<file path="src/rtl/cmi_decode.sv">
// cmi_decode: 8x oversampling CMI receiver that aligns on falling line edges and recovers NRZ data.
// Optional mark-alternation check is enabled by defining CMI_DEC_AMI_CHECK_EN.
module cmi_decode #(
    parameter int ERR_W = 8
) (
    input  logic             CP,
    input  logic             RST,
    input  logic             CMI,
    output logic             D,
    output logic             DV,
    output logic             LOCK,
    output logic             CV,
    output logic [ERR_W-1:0] ERRCNT
);

    localparam logic [0:0] ST_HUNT   = 1'b0;
    localparam logic [0:0] ST_LOCKED = 1'b1;

    logic             s1_q, s1_d;
    logic             s2_q, s2_d;
    logic             s3_q, s3_d;
    logic [2:0]       ph_q, ph_d;
    logic             h1_q, h1_d;
    logic             h2_q, h2_d;
    logic [0:0]       state_q, state_d;
    logic [1:0]       cvrun_q, cvrun_d;
    logic             d_q, d_d;
    logic             dv_q, dv_d;
    logic             cv_q, cv_d;
    logic [ERR_W-1:0] errcnt_q, errcnt_d;
`ifdef CMI_DEC_AMI_CHECK_EN
    logic             last_pol_q, last_pol_d;
    logic             one_seen_q, one_seen_d;
`endif

    logic fe;
    logic viol;
    logic edge_window;

    assign fe          = s3_q & ~s2_q;
    assign edge_window = (ph_q == 3'd7) || (ph_q == 3'd0) || (ph_q == 3'd1);

    always_comb begin
        s1_d     = CMI;
        s2_d     = s1_q;
        s3_d     = s2_q;
        ph_d     = ph_q + 3'd1;
        h1_d     = h1_q;
        h2_d     = h2_q;
        state_d  = state_q;
        cvrun_d  = cvrun_q;
        d_d      = d_q;
        dv_d     = 1'b0;
        cv_d     = 1'b0;
        errcnt_d = errcnt_q;
        viol     = 1'b0;
`ifdef CMI_DEC_AMI_CHECK_EN
        last_pol_d = last_pol_q;
        one_seen_d = one_seen_q;
`endif

        // Mid-half samples leave two cycles of margin for +-1 cycle line jitter.
        if (ph_q == 3'd2) h1_d = s2_q;
        if (ph_q == 3'd6) h2_d = s2_q;

        case (state_q)
            ST_HUNT: begin
                if (fe) begin
                    ph_d    = 3'd1;
                    cvrun_d = 2'd0;
                    state_d = ST_LOCKED;
`ifdef CMI_DEC_AMI_CHECK_EN
                    one_seen_d = 1'b0;
`endif
                end
            end
            ST_LOCKED: begin
                if (fe && edge_window) ph_d = 3'd1;
                // DV is a single-cycle strobe with no back-pressure; D and CV are only meaningful while DV=1.
                if (ph_q == 3'd7) begin
                    dv_d = 1'b1;
                    case ({h1_q, h2_q})
                        2'b01: d_d = 1'b0;
                        2'b10: begin
                            d_d  = 1'b0;
                            viol = 1'b1;
                        end
                        default: begin
                            d_d = 1'b1;
`ifdef CMI_DEC_AMI_CHECK_EN
                            if (one_seen_q && (h1_q == last_pol_q)) viol = 1'b1;
                            last_pol_d = h1_q;
                            one_seen_d = 1'b1;
`endif
                        end
                    endcase
                    cv_d = viol;
                    if (viol) begin
                        if (errcnt_q != {ERR_W{1'b1}}) errcnt_d = errcnt_q + ERR_W'(1);
                        if (cvrun_q == 2'd3) begin
                            cvrun_d = 2'd0;
                            state_d = ST_HUNT;
                        end else begin
                            cvrun_d = cvrun_q + 2'd1;
                        end
                    end else begin
                        cvrun_d = 2'd0;
                    end
                end
            end
            default: state_d = ST_HUNT;
        endcase
    end

    always_ff @(posedge CP) begin
        if (RST) begin
            s1_q     <= 1'b1;
            s2_q     <= 1'b1;
            s3_q     <= 1'b1;
            ph_q     <= 3'd0;
            h1_q     <= 1'b0;
            h2_q     <= 1'b0;
            state_q  <= ST_HUNT;
            cvrun_q  <= 2'd0;
            d_q      <= 1'b0;
            dv_q     <= 1'b0;
            cv_q     <= 1'b0;
            errcnt_q <= '0;
`ifdef CMI_DEC_AMI_CHECK_EN
            last_pol_q <= 1'b0;
            one_seen_q <= 1'b0;
`endif
        end else begin
            s1_q     <= s1_d;
            s2_q     <= s2_d;
            s3_q     <= s3_d;
            ph_q     <= ph_d;
            h1_q     <= h1_d;
            h2_q     <= h2_d;
            state_q  <= state_d;
            cvrun_q  <= cvrun_d;
            d_q      <= d_d;
            dv_q     <= dv_d;
            cv_q     <= cv_d;
            errcnt_q <= errcnt_d;
`ifdef CMI_DEC_AMI_CHECK_EN
            last_pol_q <= last_pol_d;
            one_seen_q <= one_seen_d;
`endif
        end
    end

    assign D      = d_q;
    assign DV     = dv_q;
    assign CV     = cv_q;
    assign LOCK   = (state_q == ST_LOCKED);
    assign ERRCNT = errcnt_q;

endmodule

</file>
<file path="config.mk">
export PLATFORM = sky130hd
export DESIGN_NAME = cmi_decode
export DESIGN_NICKNAME = d
export VERILOG_FILES = /design/src/rtl/cmi_decode.sv
export SDC_FILE = /design/constraint.sdc
export NUM_CORES = 1
export LEC_CHECK = 0
export BUFFER_PORTS_ARGS = -buffer_cell sky130_fd_sc_hd__clkbuf_2
export CAP_MARGIN = 20
export CORE_AREA = 8 8 60 62
export CTS_BUF_LIST = sky130_fd_sc_hd__clkbuf_2
export CTS_CLUSTER_SIZE = 24
export DETAILED_ROUTE_END_ITERATION = 6
export DIE_AREA = 0 0 68 70
export HOLD_SLACK_MARGIN = 0.08
export SYNTH_ARGS = -nofsm -noshare
export SYNTH_HDL_FRONTEND = slang
export SYNTH_SLANG_ARGS = --single-unit
</file>
<file path="constraint.sdc">
create_clock -name CP -period 1.6 [get_ports CP]
set_input_delay 0.16 -clock CP [delete_from_list [all_inputs] [get_ports CP]]
set_output_delay 0.16 -clock CP [all_outputs]
set_load 0.03 [all_outputs]
</file>
==> results.json <==
{
  "finalWeightedCongestion": 0.777,
  "synth_cells": 107,
  "wl_mm": 2.06,
  "power.sequential.fraction_pct": 65.6,
  "report.final.hold_viol_count": 0,
  "synthDistinctLibCells": 26,
  "synth_fp_nets": 118,
  "insertedDiodeCount": 0,
  "postSynthRegisterBits": 22,
  "critical_path_class": "flop to flop",
  "power_uw": 875,
  "grt.met2_usage_pct": 15.9,
  "setup.reg_to_reg.worst_slack_ns": -0.03,
  "antenna_violations_before_repair": 0,
  "htree_levels": 1,
  "numPortBuffers": 14,
  "core_region_area_sq_um": 2660,
  "syn_avg_cell_area_sq_um": 9.00,
  "clock_power_share_pct": 24.8,
  "grtUsageMet1_pct": 9.80,
  "worst_skew_pair.late_latency_ns": 0.32,
  "row_count": 19,
  "drt_first_iter_violations": 42,
  "final_core_utilization_pct": 46.1,
  "hold_path.startpoint": "RST",
  "hold-path-cell-count": 2,
  "worst-endpoint-required_ns": 1.87,
  "report.final.setup_viol": 2,
  "ys_top_cells_by_area": "sky130_fd_sc_hd__dfxtp_1 (46%), sky130_fd_sc_hd__ha_1 (10%), sky130_fd_sc_hd__a21oi_1 (5.7%)",
  "combinationalPowerShare_pct": 9.6,
  "synth.top_cell.area_share_pct": 45.7,
  "grt_max_degree": 22,
  "synth.yosys.seq_area_share_pct": 45.7,
  "avgViaCountPerCell": 4.94,
  "final_nets": 149,
  "antenna_viol_nets_final": 0,
  "timing.final.max_slew_violations": 0,
  "die_area_sq_um": 4760,
  "skew_ns": 0.00374,
  "internal_power_uw": 655,
  "synth_enable_flop_cells": 0,
  "num_vias": 825,
  "slew_headroom_pct": 72.2,
  "power_switching_uw": 220,
  "layout-drive-gt1-share_pct": 33.1,
  "initial_utilization_pct": 36.2,
  "final_cell_count_no_fill": 167,
  "cts.reportedPaths.clkPinSlew_ns": 0.21,
  "netlist.top_cell.by_area": "sky130_fd_sc_hd__dfxtp_1",
  "worstReg2RegStart": "ph_q[1]",
  "yosys-top-cells-count": "sky130_fd_sc_hd__dfxtp_1 (22), sky130_fd_sc_hd__nor2_1 (12), sky130_fd_sc_hd__a21oi_1 (11), sky130_fd_sc_hd__ha_1 (8), sky130_fd_sc_hd__nand2_1 (8)",
  "placed_area_sq_um": 1160,
  "netlist_area_sq_um": 963,
  "synth-main-ff-cell": "sky130_fd_sc_hd__dfxtp_1",
  "place.detailed.hpwl_mm": 1.50,
  "layout_min_cycle_time_ns": 1.63,
  "min_period_over_period_pct": 102,
  "crit-reg2reg-capture": "ERRCNT[5]",
  "layout-area-overhead-vs-synth_pct": 27.4,
  "power_density_nw_per_um2": 713,
  "grt.total_usage_pct": 9.20,
  "hold_class": "input pin to flop",
  "final.hold.worst_slack_ns": 0.251,
  "achievable_freq_mhz": 615,
  "cp_startpoint_kind": "flop",
  "cts_tree": "done",
  "grt_overflow_total": 0,
  "setup-tns-final_ns": -0.0445,
  "outcome": "finished with violations",
  "critPathCaptureType": "flop",
  "peak_fanout_along_the_critical_path": 5,
  "p_leak_nw": 0.517,
  "globalRouteMet3Util_pct": 2.39,
  "place_ws_ns": -0.0414,
  "die_width_microns": 68,
  "fin_ws_ns": -0.0267,
  "drtPass1Iterations": 5,
  "failed_checks": "negative setup slack",
  "netSwitchingFraction_pct": 25.1,
  "fill_cells": 279,
  "vias_in_the_first_global_route": 838,
  "grt_setup_unrepaired": "yes",
  "postLayoutCellArea_sq_um": 1230,
  "hold_path_end": "ERRCNT[3]",
  "io-pin-count": 15,
  "route.detailed.drc": 0,
  "synth-warning-count": 0,
  "post-place-cells": 159,
  "synthArstFlopShare_pct": 0,
  "worst-endpoint-arrival_ns": 1.89,
  "cts_made_buffers": 3,
  "ff2ff_path_depth": 6,
  "least_margin_pin_slew_ns": 0.418,
  "busiest_layer": "met2",
  "die_height_microns": 70,
  "most_frequent_cell_after_synthesis": "sky130_fd_sc_hd__dfxtp_1",
  "cap_violations": 0,
  "cts_buffer_depth": 2,
  "grt_pass1_wl_mm": 3.55,
  "detail_route.wl_per_cell_microns": 12.3,
  "vdd_drop_max_uv": 521,
  "clk_root_buffer_cell": "sky130_fd_sc_hd__clkbuf_2",
  "clock_sink_count": 22
}
layer usage:
| layer | up-vias | routed length [microns] | part of all wire (%) |
|---|---|---|---|
| met5 | - | 0 | 0 |
| met4 | 0 | 15 | 0.73 |
| met1 | 379 | 874 | 43 |
| li1 | 427 | - | - |
| met2 | 17 | 1040 | 51 |
| met3 | 2 | 121 | 5.9 |
layout by cell type, fill, tap and decap left out, types with 2 or more instances in the layout:
cell,instances
sky130_fd_sc_hd__a21oi_1,10
sky130_fd_sc_hd__and2_1,2
sky130_fd_sc_hd__buf_4,13
sky130_fd_sc_hd__clkbuf_2,17
sky130_fd_sc_hd__dfxtp_1,17
sky130_fd_sc_hd__dfxtp_2,5
sky130_fd_sc_hd__ha_1,6
sky130_fd_sc_hd__ha_4,2
sky130_fd_sc_hd__inv_1,4
sky130_fd_sc_hd__mux2i_1,3
sky130_fd_sc_hd__nand2_1,8
sky130_fd_sc_hd__nand3_1,6
sky130_fd_sc_hd__nand4_1,2
sky130_fd_sc_hd__nor2_1,12
sky130_fd_sc_hd__nor2b_1,2
sky130_fd_sc_hd__nor3_1,6
sky130_fd_sc_hd__o21ai_0,3
sky130_fd_sc_hd__or2_2,3
area by class of cell:
type,count,area (sq um),area share [%]
Clock buffer,3,15.0,1.22
Inverter,4,15.0,1.22
Multi-Input combinational cell,79,534,43.5
Sequential cell,22,447,36.4
Tap cell,31,38.8,3.16
Timing Repair Buffer,28,178,14.5
worst max path at each step:
stage	start	endpoint	slack [ns]
2_1_floorplan	ph_q[1]	ERRCNT[5]	-0.01
3_3_place_gp	ph_q[1]	ERRCNT[5]	0.006
3_5_place_dp	ph_q[1]	ERRCNT[3]	-0.04
4_1_cts	ph_q[1]	ERRCNT[5]	-0.02
5_1_grt	ph_q[1]	ERRCNT[3]	-0.07
6_report	ph_q[1]	ERRCNT[5]	-0.03
registers in the layout, indices dropped and copies added, names as in the netlist:
| signal | flops |
|---|---|
| ERRCNT | 8 |
| ph_q | 3 |
| cvrun_q | 2 |
| CV | 1 |
| D | 1 |
| DV | 1 |
| LOCK | 1 |
| h1_q | 1 |
| h2_q | 1 |
| s1_q | 1 |
| s2_q | 1 |
| s3_q | 1 |
cells by family after synthesis:
logic type      Yosys count  share of synthesized area [%]
xor+xnor                  1                          0.909
mux                       3                           3.12
compound gates           18                           10.1
buf+inv                   6                           2.34
flops                    22                           45.7
simple gates             49                           27.4
fa+ha+maj                 8                           10.4
power by group through the flow:
stage / Combinational [mW] / Clock (mW) / Sequential, mW
after floorplan: 0.0418 / 0 / 0.589
after global placement: 0.0669 / 0 / 0.585
after detailed placement: 0.0696 / 0 / 0.586
after CTS: 0.0806 / 0.222 / 0.574
after global routing: 0.0959 / 0.247 / 0.576
final: 0.0843 / 0.217 / 0.574
critical path, cell delays in order (launching register included):
cell	delay, ns
sky130_fd_sc_hd__dfxtp_2	0.40
sky130_fd_sc_hd__ha_4	0.15
sky130_fd_sc_hd__ha_4	0.12
sky130_fd_sc_hd__and3_4	0.19
sky130_fd_sc_hd__nand4_4	0.12
sky130_fd_sc_hd__or4_1	0.48
sky130_fd_sc_hd__a21oi_1	0.12
timing repair:
| item | 4_1_cts | 5_1_grt |
|---|---|---|
| buffers inserted | 3 | 1 |
| hold endpoints to repair | 1 | 0 |
| hold buffers | 1 | 0 |
| endpoints found under the setup margin | 2 | 6 |
| pin swaps | 2 | 0 |
| gates resized for setup | 0 | 3 |
No activity file was read; power rests on OpenSTA's default activity.
